**src/rtl/enigma_pkg.sv**
```systemverilog
// Shared definitions for the Enigma plugboard programming path.
//
// Contents:
//   NUM_LETTERS        alphabet width; every letter bus is one-hot of this width
//   DEFAULT_MAX_PAIRS  default number of plug cables held in the table
//   ERR_*              error codes reported on err_code
//   state_e            plug_pair_writer controller states
package enigma_pkg;

    localparam int unsigned NUM_LETTERS       = 26;
    localparam int unsigned DEFAULT_MAX_PAIRS = 10;

    localparam logic [1:0] ERR_SELF   = 2'd0;  // second letter equals the first
    localparam logic [1:0] ERR_USED   = 2'd1;  // letter already plugged
    localparam logic [1:0] ERR_FULL   = 2'd2;  // no free cable left
    localparam logic [1:0] ERR_ONEHOT = 2'd3;  // letter code not exactly one bit

    typedef enum logic [2:0] {
        StIdle,
        StHold,
        StWrite,
        StWriteRev,
        StClear
    } state_e;

endpackage

```
**src/rtl/plug_pair_writer_if.sv**
```systemverilog
// Write port from the pair writer into the plugboard lookup table.
//
// Signals:
//   wr_valid  write request (held until accepted)
//   wr_a      one-hot source letter of the pair
//   wr_b      one-hot partner letter of the pair
//   wr_ready  table accepts the write when high together with wr_valid
// Modports:
//   master    pair writer side
//   slave     plugboard table side
interface plug_pair_writer_if #(
    parameter int unsigned LETTERS = enigma_pkg::NUM_LETTERS
);

    logic               wr_valid;
    logic [LETTERS-1:0] wr_a;
    logic [LETTERS-1:0] wr_b;
    logic               wr_ready;

    modport master (
        output wr_valid,
        output wr_a,
        output wr_b,
        input  wr_ready
    );

    modport slave (
        input  wr_valid,
        input  wr_a,
        input  wr_b,
        output wr_ready
    );

endinterface

```
**src/rtl/onehot_check.sv**
```systemverilog
// Combinational exactly-one-bit-set test.
//
// Ports:
//   vec_i     vector under test
//   onehot_o  high when exactly one bit of vec_i is set
module onehot_check #(
    parameter int unsigned WIDTH = 26
) (
    input  logic [WIDTH-1:0] vec_i,
    output logic             onehot_o
);

    // Clearing the lowest set bit leaves zero only for a single-bit vector.
    always_comb begin
        onehot_o = (vec_i != '0) && ((vec_i & (vec_i - WIDTH'(1))) == '0);
    end

endmodule

```
**src/rtl/plug_pair_writer.sv**
```systemverilog
// Plugboard programming front end: collects one-hot letter strobes into pairs, rejects illegal
// pairs and writes each legal pair into the plugboard table over a valid/ready port.
//
// Optional feature: define PLUG_RECIPROCAL_EN to issue a second, reversed write (B->A) after
// every forward write; used/pair_count then update only once both writes are accepted.
//
// Ports:
//   CLOCK_50      system clock
//   reset         asynchronous active-low reset
//   letter_in     one-hot letter code, bit 0 = A
//   letter_valid  single-cycle strobe qualifying letter_in
//   clear         single-cycle request to remove all pairs
//   wr            write port to the plugboard table (master side)
//   table_clear   one-cycle pulse ordering the table to empty itself
//   used          mask of letters currently plugged
//   pair_count    number of committed pairs
//   busy          high in every state other than idle
//   err           one-cycle error pulse
//   err_code      cause of the last error, held until the next one
module plug_pair_writer
    import enigma_pkg::*;
#(
    parameter int unsigned MAX_PAIRS = DEFAULT_MAX_PAIRS,
    parameter int unsigned LETTERS   = NUM_LETTERS
) (
    input  logic               CLOCK_50,
    input  logic               reset,
    input  logic [LETTERS-1:0] letter_in,
    input  logic               letter_valid,
    input  logic               clear,
    plug_pair_writer_if.master wr,
    output logic               table_clear,
    output logic [LETTERS-1:0] used,
    output logic [3:0]         pair_count,
    output logic               busy,
    output logic               err,
    output logic [1:0]         err_code
);

    state_e             state_q, state_d;
    logic [LETTERS-1:0] a_q, a_d;
    logic [LETTERS-1:0] b_q, b_d;
    logic [LETTERS-1:0] used_q, used_d;
    logic [3:0]         count_q, count_d;
    logic               err_q, err_d;
    logic [1:0]         err_code_q, err_code_d;
    logic               clear_pend_q, clear_pend_d;

    logic               letter_onehot;
    logic               letter_used;
    logic               table_full;
    logic               wr_valid_int;
    logic               handshake;

    onehot_check #(
        .WIDTH (LETTERS)
    ) u_onehot_check (
        .vec_i    (letter_in),
        .onehot_o (letter_onehot)
    );

    assign letter_used  = |(letter_in & used_q);
    assign table_full   = (count_q == 4'(MAX_PAIRS));
    assign wr_valid_int = (state_q == StWrite) || (state_q == StWriteRev);
    assign handshake    = wr_valid_int && wr.wr_ready;

    // State register
    always_ff @(posedge CLOCK_50 or negedge reset) begin
        if (!reset) begin
            state_q <= StIdle;
        end else begin
            state_q <= state_d;
        end
    end

    // Datapath registers
    always_ff @(posedge CLOCK_50 or negedge reset) begin
        if (!reset) begin
            a_q          <= '0;
            b_q          <= '0;
            used_q       <= '0;
            count_q      <= '0;
            err_q        <= 1'b0;
            err_code_q   <= '0;
            clear_pend_q <= 1'b0;
        end else begin
            a_q          <= a_d;
            b_q          <= b_d;
            used_q       <= used_d;
            count_q      <= count_d;
            err_q        <= err_d;
            err_code_q   <= err_code_d;
            clear_pend_q <= clear_pend_d;
        end
    end

    // Next-state and datapath update
    always_comb begin
        state_d      = state_q;
        a_d          = a_q;
        b_d          = b_q;
        used_d       = used_q;
        count_d      = count_q;
        err_d        = 1'b0;
        err_code_d   = err_code_q;
        clear_pend_d = clear_pend_q;

        unique case (state_q)
            StIdle: begin
                // A clear deferred from a write is taken here, ahead of any new letter.
                if (clear || clear_pend_q) begin
                    state_d = StClear;
                end else if (letter_valid) begin
                    if (!letter_onehot) begin
                        err_d      = 1'b1;
                        err_code_d = ERR_ONEHOT;
                    end else if (letter_used) begin
                        err_d      = 1'b1;
                        err_code_d = ERR_USED;
                    end else if (table_full) begin
                        err_d      = 1'b1;
                        err_code_d = ERR_FULL;
                    end else begin
                        a_d     = letter_in;
                        state_d = StHold;
                    end
                end
            end

            StHold: begin
                if (clear) begin
                    state_d = StClear;
                end else if (letter_valid) begin
                    if (!letter_onehot) begin
                        err_d      = 1'b1;
                        err_code_d = ERR_ONEHOT;
                    end else if (letter_in == a_q) begin
                        // Repeating the first letter cancels the pair.
                        err_d      = 1'b1;
                        err_code_d = ERR_SELF;
                        a_d        = '0;
                        state_d    = StIdle;
                    end else if (letter_used) begin
                        err_d      = 1'b1;
                        err_code_d = ERR_USED;
                    end else begin
                        b_d     = letter_in;
                        state_d = StWrite;
                    end
                end
            end

            StWrite: begin
                // A clear never aborts a handshake; remember it for after the commit.
                clear_pend_d = clear_pend_q | clear;
                if (handshake) begin
`ifdef PLUG_RECIPROCAL_EN
                    state_d = StWriteRev;
`else
                    used_d  = used_q | a_q | b_q;
                    count_d = count_q + 4'd1;
                    a_d     = '0;
                    b_d     = '0;
                    state_d = StIdle;
`endif
                end
            end

            StWriteRev: begin
`ifdef PLUG_RECIPROCAL_EN
                clear_pend_d = clear_pend_q | clear;
                if (handshake) begin
                    used_d  = used_q | a_q | b_q;
                    count_d = count_q + 4'd1;
                    a_d     = '0;
                    b_d     = '0;
                    state_d = StIdle;
                end
`else
                state_d = StIdle;
`endif
            end

            StClear: begin
                used_d       = '0;
                count_d      = '0;
                a_d          = '0;
                b_d          = '0;
                clear_pend_d = 1'b0;
                state_d      = StIdle;
            end

            default: begin
                state_d = StIdle;
            end
        endcase
    end

    // Outputs
    always_comb begin
        wr.wr_valid = wr_valid_int;
        wr.wr_a     = '0;
        wr.wr_b     = '0;
        if (state_q == StWrite) begin
            wr.wr_a = a_q;
            wr.wr_b = b_q;
        end else if (state_q == StWriteRev) begin
            wr.wr_a = b_q;
            wr.wr_b = a_q;
        end
        table_clear = (state_q == StClear);
        busy        = (state_q != StIdle);
        used        = used_q;
        pair_count  = count_q;
        err         = err_q;
        err_code    = err_code_q;
    end

endmodule
```
**src/flat_wrapper.sv**
```systemverilog
// flat-port wrapper written by rule: the top's interface ports become plain ports
module plug_pair_writer_flat import enigma_pkg::*;
#(
    parameter int unsigned MAX_PAIRS = DEFAULT_MAX_PAIRS,
    parameter int unsigned LETTERS   = NUM_LETTERS
)
  (CLOCK_50, reset, letter_in, letter_valid, clear, table_clear, used, pair_count, busy, err, err_code, wr_wr_valid, wr_wr_a, wr_wr_b, wr_wr_ready);
  plug_pair_writer_if #(.LETTERS(LETTERS)) wr_i ();
  input  logic CLOCK_50;
  input  logic reset;
  input  logic [LETTERS-1:0] letter_in;
  input  logic letter_valid;
  input  logic clear;
  output logic table_clear;
  output logic [LETTERS-1:0] used;
  output logic [3:0] pair_count;
  output logic busy;
  output logic err;
  output logic [1:0] err_code;
  output wire logic [$bits(wr_i.wr_valid)-1:0] wr_wr_valid;
  output wire logic [$bits(wr_i.wr_a)-1:0] wr_wr_a;
  output wire logic [$bits(wr_i.wr_b)-1:0] wr_wr_b;
  input wire logic [$bits(wr_i.wr_ready)-1:0] wr_wr_ready;
  assign wr_wr_valid = wr_i.wr_valid;
  assign wr_wr_a = wr_i.wr_a;
  assign wr_wr_b = wr_i.wr_b;
  assign wr_i.wr_ready = wr_wr_ready;
  plug_pair_writer #(.MAX_PAIRS(MAX_PAIRS), .LETTERS(LETTERS)) u_core (.CLOCK_50(CLOCK_50), .reset(reset), .letter_in(letter_in), .letter_valid(letter_valid), .clear(clear), .wr(wr_i), .table_clear(table_clear), .used(used), .pair_count(pair_count), .busy(busy), .err(err), .err_code(err_code));
endmodule
```
**config.mk**
```make
export PLATFORM = sky130hd
export DESIGN_NAME = plug_pair_writer_flat
export DESIGN_NICKNAME = d
export VERILOG_FILES = /design/src/rtl/enigma_pkg.sv /design/src/rtl/plug_pair_writer_if.sv /design/src/rtl/onehot_check.sv /design/src/rtl/plug_pair_writer.sv /design/src/flat_wrapper.sv
export SDC_FILE = /design/constraint.sdc
export NUM_CORES = 1
export LEC_CHECK = 0
export ABC_CLOCK_PERIOD_IN_PS = 5600
export CAP_MARGIN = 10
export CORE_MARGIN = 10
export CORE_UTILIZATION = 35
export CTS_CLUSTER_DIAMETER = 150
export CTS_CLUSTER_SIZE = 12
export DETAILED_ROUTE_END_ITERATION = 7
export PLACE_DENSITY = 0.55
export SYNTH_ARGS = -nofsm -noshare
export SYNTH_HDL_FRONTEND = slang
export SYNTH_SLANG_ARGS = --single-unit
```
**constraint.sdc**
```tcl
create_clock -name CLOCK_50 -period 5.6 [get_ports CLOCK_50]
set_input_delay 0.84 -clock CLOCK_50 [delete_from_list [all_inputs] [get_ports CLOCK_50]]
set_output_delay 0.84 -clock CLOCK_50 [all_outputs]
set_load 0.005 [all_outputs]
```
==> flow_metrics.tcl, run 1 <==
set metrics [dict create \
    synthXorXnorAreaFrac_pct 4.701 \
    fin_crit_ns 4.157 \
    start_util_pct 35.67 \
    synthAdderAreaFrac_pct 0.4632 \
    setup_violations 0 \
    path_max_fanout 26 \
    setup.worst_path.start_class "primary input" \
    synth_edf_count 0 \
    synth_ff_type "dfrtp_1" \
    io_pins 119 \
    p_switching_w 0.0003376 \
    hold_buffers 0 \
    p_per_area_nw_per_um2 197.5 \
    synth.avg_cell_area_um2 9.111 \
    yosys.area_share.simple_pct 14.34 \
    synth_top_family_by_area "compound AO/OA/AOI/OAI gates" \
    clk_latency_ns 0.35 \
    power_leakage_nw 2.650 \
    async_flop_share_pct 100.0 \
    vias 4821 \
    worst_setup_path_end_kind "flop" \
    relSlewSlack_pct 31.63 \
    synth_top_area_share_pct 41.22 \
    cts_max_path_buffers 2 \
    grt.total_usage_pct 17.47 \
    final-seq-area_um2 2228 \
    path_clk_slew_ns 0.07 \
    overflow 0 \
    required_ns 5.87 \
    finalPower_w 0.001376 \
    grt_setup_unrepaired "no" \
    areaGrowthSynthToFinish_pct 28.93 \
    cts.htree.levels 3 \
    synth_cells 593 \
    rows 45 \
    antennaDiodeCount 0 \
    postRouteWirelength_um 18050 \
    pwr-share-comb_pct 8.3 \
    setup_tns_ns 0 \
    fmax_ghz 0.2405 \
    first_pass_iters 5 \
    hold_violations 0 \
    synth_mux_area_share_pct 14.64 \
    layout_common_cells "clkdlybuf4s50_1, dfrtp_1, mux2i_1" \
    drc 0 \
    multi_input_area_um2 2735 \
    pre_cts_slack_ns 1.120 \
    first_global_vias 4863 \
    cts_tree "done" \
    status "finished clean" \
    die_h_um 144.2 \
    maxCapViolCount 0 \
    grt_pass1_wl_um 28150 \
    root_buffer "clkbuf_16" \
    cts_setup_buffers 0 \
    numCtsBuffers 9 \
    synth_cell_types 54 \
    grt_start_max_net_pins 80 \
    fillCellCount 1449 \
    dp_hpwl_um 13140 \
    die-width_um 144.2 \
    hold_path_class "primary input to asynchronous set/reset pin" \
    cts_resized 0 \
    drtIter0Drc 414 \
    drive_gt1_share_pct 5.468 \
    ys_ff_latch 89 \
    clock-sinks 89 \
    wl_per_cell_um 20.44 \
    gp_congestion 0.9351 \
    internal_power_w 0.001038 \
    cp.arrival_ns 4.42 \
    peakVddDrop_uv 133.3 \
    yosys.area.top_type "dfrtp_1" \
    swShare_pct 24.54 \
    layout_commonest_cell "clkdlybuf4s50_1" \
    vias_per_cell 5.460 \
    yosysWarnings 0 \
    final_nets 723 \
    port_buffers 118 \
    synth_area_leaders "dfrtp_1, mux2i_1, nor2_1, a22o_1, inv_1" \
    power.clock.fraction_pct 44.8 \
    worst_slew_pin_slew_ns 1.025 \
    dieArea_um2 20810 \
    worstSetupPathType "primary input to flop" \
    seqPwrFrac_pct 46.9 \
    ant_nets 0 \
    ys_seq_area_share_pct 41.22 \
    placed_cell_area_um2 6668 \
    antenna_found_initial 0 \
    synth_compound_gate_area_share_pct 16.40 \
    setup_ws_ns 1.443 \
    finClkSkew_ns 0.006169 \
    fin_area_um2 6965 \
    core_um2 15150 \
    finalMaxSlewViolations 0 \
    syn_area_um2 5403 \
    synth_nets 626 \
    period_share_pct 74.24 \
]
==> layer usage <==
metal  global-route usage, %  up-vias  routed length (um)
li1                        -     2252                   -
met3                   4.723       23                1335
met2                   26.41      176                8038
met5                       0        -                   0
met4                   7.394        0                 401
met1                   22.99     2370                8273
==> worst paths after layout <==
kind                             endpoint  cells after the start              start  slack, ns
max in group asynchronous  u_core.used[2]                      2              reset       4.06
setup reg to reg           u_core.a_q[13]                     10  u_core.state_q[2]       2.19
hold reg to reg            u_core.used[9]                      2     u_core.used[9]       0.54
hold / removal             u_core.used[5]                      1              reset       0.31
setup / recovery           u_core.b_q[19]                      9       letter_in[2]       1.44
min in group CLOCK_50      u_core.used[9]                      2     u_core.used[9]       0.54
==> power groups by stage <==
stage                     logic [W]  registers [W]  clock network, W
after floorplan           0.0000505       0.000657                 0
after global placement     0.000114       0.000657                 0
after CTS                  0.000115       0.000645          0.000630
after global routing       0.000125       0.000644          0.000654
after detailed placement   0.000115       0.000657                 0
final                      0.000114       0.000645          0.000616
==> area by class of cell <==
cell class / count / area share (%)
multi-input cells: 406 / 39.27
flip-flops and latches: 89 / 31.99
repair buffers: 126 / 17.96
clock buffers: 11 / 3.485
well taps: 188 / 3.377
inverters: 58 / 3.126
clock inverters: 5 / 0.7904
==> metrics by stage <==
step,instances,utilization [%],hold slack [ns]
after floorplan,593,-,0.5123
after global placement,867,44.02,0.5276
final,883,45.99,0.3142
after CTS,883,45.99,0.3058
after detailed placement,867,44.02,0.5353
after global routing,883,45.99,0.3126
==> cells in the mapped netlist (all sizes together), types with 2 or more instances <==
library cell,count
a2111oi,2
a211oi,5
a21o,2
a21oi,34
a22o,27
a22oi,14
and2,2
buf,12
clkbuf,28
dfrtp,89
ha,2
inv,58
mux2i,79
nand2,40
nand3,4
nand4,11
nor2,73
nor3,10
nor4,8
o21ai,39
o31a,2
or2,2
or3,5
or4,2
xnor2,17
xor2,12
==> cell families (layout without fill, tap and decap cells) <==
family,Yosys count,count (layout)
AND/OR/NAND/NOR,162,162
AO/OA/AOI/OAI,134,134
buffers and inverters,98,200
flip-flops,89,89
multiplexers,79,79
XOR/XNOR,29,29
adder cells (fa/ha/maj),2,2
==> sequential cells by signal, summed over array words and instances, names as in the netlist <==
register	flops
u_core.a_q	26
u_core.pair_count	4
u_core.state_q	3
u_core.err_code	2
u_core.used	26
u_core.b_q	26
u_core.clear_pend_q	1
u_core.err	1
==> worst max-delay path: stages <==
cell,delay [ns]
clkdlybuf4s50_1,0.54
or4_4,0.60
or3_4,0.41
a2111oi_1,0.38
a211oi_1,0.16
nor4_4,0.40
nand4_2,0.24
nor2_8,0.57
mux2i_1,0.26
Note: power is estimated with default switching activity, not from simulation.
==> inputs of run 2 (changes only) <==
- ABC_CLOCK_PERIOD_IN_PS: 5600 -> 3850
- clock period: 5.6 -> 3.85 ns (I/O delays scaled with it)
==> run 2 against run 1 <==
  * First-iteration DRC count down 29%
  * Clock power grew 49%
  * Sequential cell count unchanged
  * Cell area rose by 3.1%
  * Core utilization up 1.4 points
  * Via count fell by 0.39%
  * Critical path type unchanged
==> flow_metrics.tcl, run 2 (synthesis gave the netlist of run 1 again) <==
set metrics [dict create \
    peakVddDrop_uv 209.4 \
    finalMaxSlewViolations 0 \
    die-width_um 144.2 \
    cts_resized 0 \
    placedCellCount 889 \
    port_buffers 118 \
    first_pass_iters 5 \
    fin_area_um2 7179 \
    crit_chain "clkdlybuf4s50_1 > or4_4 > or3_4 > nor4_1 > a211oi_1 > nor4_4 > nand4_2 > nor2_8 > buf_12 > mux2i_1" \
    fmax_ghz 0.2808 \
    overflow 0 \
    period_share_pct 92.49 \
    worstSetupPathType "primary input to flop" \
    layout_commonest_cell "clkdlybuf4s50_1" \
    pre_cts_slack_ns -0.01853 \
    finalPower_w 0.002032 \
    grt_start_max_net_pins 74 \
    vias_per_cell 5.306 \
    path_max_fanout 16 \
    final_nets 745 \
    rows 45 \
    vias 4802 \
    cts_setup_buffers 0 \
    fin_crit_ns 3.561 \
    final_cells 905 \
    grt_pass1_wl_um 28810 \
    placed_cell_area_um2 6870 \
    power_leakage_nw 2.777 \
    worst_setup_path_end_kind "flop" \
    dieArea_um2 20810 \
    dp_hpwl_um 14070 \
    hold_violations 0 \
    setup.worst_path.start_class "primary input" \
    cts.htree.levels 3 \
    hold_path_class "primary input to asynchronous set/reset pin" \
    wl_per_cell_um 20.47 \
    cp_slowest_cell "or4_4" \
    gp_congestion 0.9170 \
    first_global_vias 4947 \
    areaGrowthSynthToFinish_pct 32.89 \
    io_pins 119 \
    finClkSkew_ns 0.009165 \
    grt_setup_unrepaired "no" \
    ant_nets 0 \
    cp.arrival_ns 3.83 \
    hold_slack_ns 0.3889 \
    drtIter0Drc 296 \
    antenna_found_initial 0 \
    cts_max_path_buffers 2 \
    cpPeakStageDelay_ns 0.60 \
    hold_buffers 0 \
    root_buffer "clkbuf_16" \
    clk_latency_ns 0.35 \
    drive_gt1_share_pct 8.229 \
    status "finished clean" \
    antennaDiodeCount 0 \
    layout_common_cells "clkdlybuf4s50_1, dfrtp_1, mux2i_1" \
    path_clk_slew_ns 0.06 \
    postRouteWirelength_um 18520 \
    worst_slew_pin_slew_ns 0.9739 \
    die_h_um 144.2 \
    core_um2 15150 \
    numCtsBuffers 9 \
    setup_violations 0 \
    p_per_area_nw_per_um2 283.1 \
    setup_ws_ns 0.2890 \
    grt.total_usage_pct 17.92 \
    cts_tree "done" \
    required_ns 4.12 \
    drc 0 \
    relSlewSlack_pct 35.07 \
    maxCapViolCount 0 \
    clock-sinks 89 \
    start_util_pct 35.67 \
]
==> run 2: cell count changes in the layout (fill, tap and decap cells not counted) <==
cell,delta
buf_4,+19
buf_12,+3
clkbuf_8,+2
clkinvlp_4,-2
clkbuf_1,+1
clkinv_2,-1
==> run 2: final timing paths <==
path / start / to / slack [ns] / cells past startpoint
max: letter_in[3] / u_core.b_q[15] / 0.29 / 10
min: reset / u_core.state_q[2] / 0.39 / 1
max reg2reg: u_core.used[8] / u_core.a_q[9] / 1.03 / 10
min reg2reg: u_core.used[9] / u_core.used[9] / 0.55 / 2
max in group asynchronous: reset / u_core.b_q[23] / 2.65 / 2
min in group CLOCK_50: u_core.used[9] / u_core.used[9] / 0.55 / 2
==> run 2: per-layer routing <==
layer	track usage [%]	part of all wire (%)	vias up	wire length, um
met1	23.31	46	2353	8498
met3	4.821	5.8	25	1078
met4	6.702	2.6	0	476
met2	27.84	46	138	8470
met5	0	0	-	0
li1	-	-	2286	-
==> run 2: report_power, final <==
| group | internal, W | leakage [nW] | switching [W] | total (W) |
|---|---|---|---|---|
| Sequential | 0.000937 | 1.23 | 0.00000163 | 0.000938 |
| Combinational | 0.0000658 | 1.39 | 0.000113 | 0.000179 |
| Clock | 0.000556 | 0.153 | 0.000360 | 0.000915 |
==> run 2: worst max-delay path, delay by kind of cell <==
| kind | cells | cell delay (ns) |
|---|---|---|
| AND/OR/NAND/NOR | 6 | 2.24 |
| buffers and inverters | 2 | 0.62 |
| multiplexers | 1 | 0.20 |
| AO/OA/AOI/OAI | 1 | 0.17 |
==> run 2: final cells by class <==
cell class	instances	area, um2
well taps	188	235.2
fillers	1473	7966
repair buffers	148	1454
multi-input cells	406	2735
clock buffers	14	274.0
clock inverters	2	35.03
inverters	58	217.7
flip-flops and latches	89	2228
==> run 2: per-stage QoR <==
step	TNS [ns]	utilization [%]
after CTS	0	47.40
final	0	47.40
after detailed placement	-0.09202	45.36
after global routing	0	47.40
after floorplan	0	-
after global placement	0	45.36
==> inputs of run 3 (changes only) <==
- ABC_CLOCK_PERIOD_IN_PS: 3850 -> default
- REMOVE_ABC_BUFFERS: default -> 1
- TNS_END_PERCENT: default -> 30
==> run 3 against run 2 <==
  * Critical path depth unchanged
  * Clock skew shrank 0.0030 ns
  * Via count is 1.2% lower
  * Critical path type unchanged
  * Highest routed layer unchanged
==> flow_metrics.tcl, run 3 (synthesis gave the netlist of run 1 again) <==
set metrics [dict create \
    fmax_ghz 0.2828 \
    rows 45 \
    cts.htree.levels 3 \
    first_pass_iters 5 \
    cts_tree "done" \
    worst_setup_path_end_kind "flop" \
    period_share_pct 91.86 \
    die_h_um 144.2 \
    hold_slack_ns 0.3589 \
    fin_area_um2 7148 \
    clk_latency_ns 0.34 \
    hold_path_class "primary input to asynchronous set/reset pin" \
    areaGrowthSynthToFinish_pct 32.31 \
    numCtsBuffers 9 \
    grt_setup_unrepaired "no" \
    finalMaxSlewViolations 0 \
    final-seq-area_um2 2228 \
    start_util_pct 35.67 \
    setup.worst_path.start_class "primary input" \
    p_per_area_nw_per_um2 276.0 \
    drc 0 \
    cp.arrival_ns 3.80 \
    root_buffer "clkbuf_16" \
    status "finished clean" \
    worstSetupPathType "primary input to flop" \
    grt.total_usage_pct 17.10 \
    cts_max_path_buffers 2 \
    vias 4745 \
    path_clk_slew_ns 0.06 \
    overflow 0 \
    dp_hpwl_um 12980 \
    final_nets 744 \
    grt_pass1_wl_um 27730 \
    power_leakage_nw 2.759 \
    layout_common_cells "clkdlybuf4s50_1, dfrtp_1, mux2i_1" \
    required_ns 4.11 \
    wl_per_cell_um 19.42 \
    vias_per_cell 5.272 \
    dieArea_um2 20810 \
    path_max_fanout 13 \
    multi_input_area_um2 2735 \
    relSlewSlack_pct 30.62 \
    clock-sinks 89 \
    cts_resized 0 \
    grtUsageMet2_pct 27.74 \
    postRouteWirelength_um 17470 \
    grt_start_max_net_pins 80 \
    met1_usage_pct 22.47 \
    drive_gt1_share_pct 7.725 \
    layout_commonest_cell "clkdlybuf4s50_1" \
    maxCapViolCount 0 \
    ant_nets 0 \
    peakVddDrop_uv 205.5 \
    drtIter0Drc 357 \
    r2r_end "u_core.a_q[1]" \
    placed_cell_area_um2 6875 \
    fin_crit_ns 3.537 \
    hold_violations 0 \
    gp_congestion 0.8824 \
    rrSetupSlack_ns 0.93 \
    hold_buffers 0 \
    core_um2 15150 \
    setup_tns_ns 0 \
    reg2reg_from "u_core.a_q[19]" \
    met3_usage_pct 3.378 \
    antennaDiodeCount 0 \
    fillCellCount 1430 \
    cts_setup_buffers 0 \
    reg2reg_depth 9 \
    port_buffers 118 \
    finClkSkew_ns 0.006192 \
    worst_slew_pin_slew_ns 1.041 \
    setup_violations 0 \
    first_global_vias 4909 \
    antenna_found_initial 0 \
    top_usage_layer "met2" \
    io_pins 119 \
    die-width_um 144.2 \
]
run 3: cell count changes in the layout (fill, tap and decap cells not counted):
cell      change
buf_4         -2
clkbuf_8      -2
buf_12        +1
clkbuf_1      -1
clkinv_2      -1
run 3: worst max path at each step:
stage | from | to | slack, ns | cells after the start
after global routing | letter_in[3] | u_core.b_q[22] | 0.06 | 10
after global placement | letter_in[3] | u_core.b_q[19] | 0.07 | 10
after floorplan | u_core.state_q[0] | u_core.a_q[0] | -0.03 | 5
final | letter_in[2] | u_core.b_q[19] | 0.31 | 10
after CTS | letter_in[3] | u_core.b_q[19] | 0.32 | 10
after detailed placement | letter_in[3] | u_core.b_q[19] | -0.02 | 10
run 3: critical path: stages:
cell	delay [ns]
clkdlybuf4s50_1	0.48
or4_4	0.55
or3_4	0.41
a2111oi_1	0.36
a211oi_1	0.15
nor4_4	0.43
nand4_2	0.24
nor2_8	0.20
buf_12	0.17
mux2i_1	0.21
run 3: cell type report:
cell class,count,area share (%)
Clock buffer,11,3.396
Tap cell,188,3.291
Sequential cell,89,31.17
Multi-Input combinational cell,406,38.26
Inverter,58,3.046
Clock inverter,1,0.4201
Timing Repair Buffer,147,20.41
run 3: routing by layer:
metal	up-vias	part of all wire, %
met5	-	0
met4	0	1.0
met3	10	6.7
met2	115	47
met1	2335	45
li1	2285	-
run 3: through the flow:
step                setup slack (ns)  util [%]  instances  power (W)
global placement             0.07260     45.39        888   0.001134
finish                        0.3135     47.20        900   0.001973
CTS                           0.3169     47.20        900   0.001986
global route                 0.06182     47.20        900   0.002036
floorplan                   -0.02692         -        553   0.001009
detailed placement          -0.02133     45.39        888   0.001134
run 3: report_power, final:
group	switching [W]	internal, W	total, W
clock network	0.000351	0.000507	0.000857
logic	0.000111	0.0000661	0.000177
registers	0.00000148	0.000937	0.000938
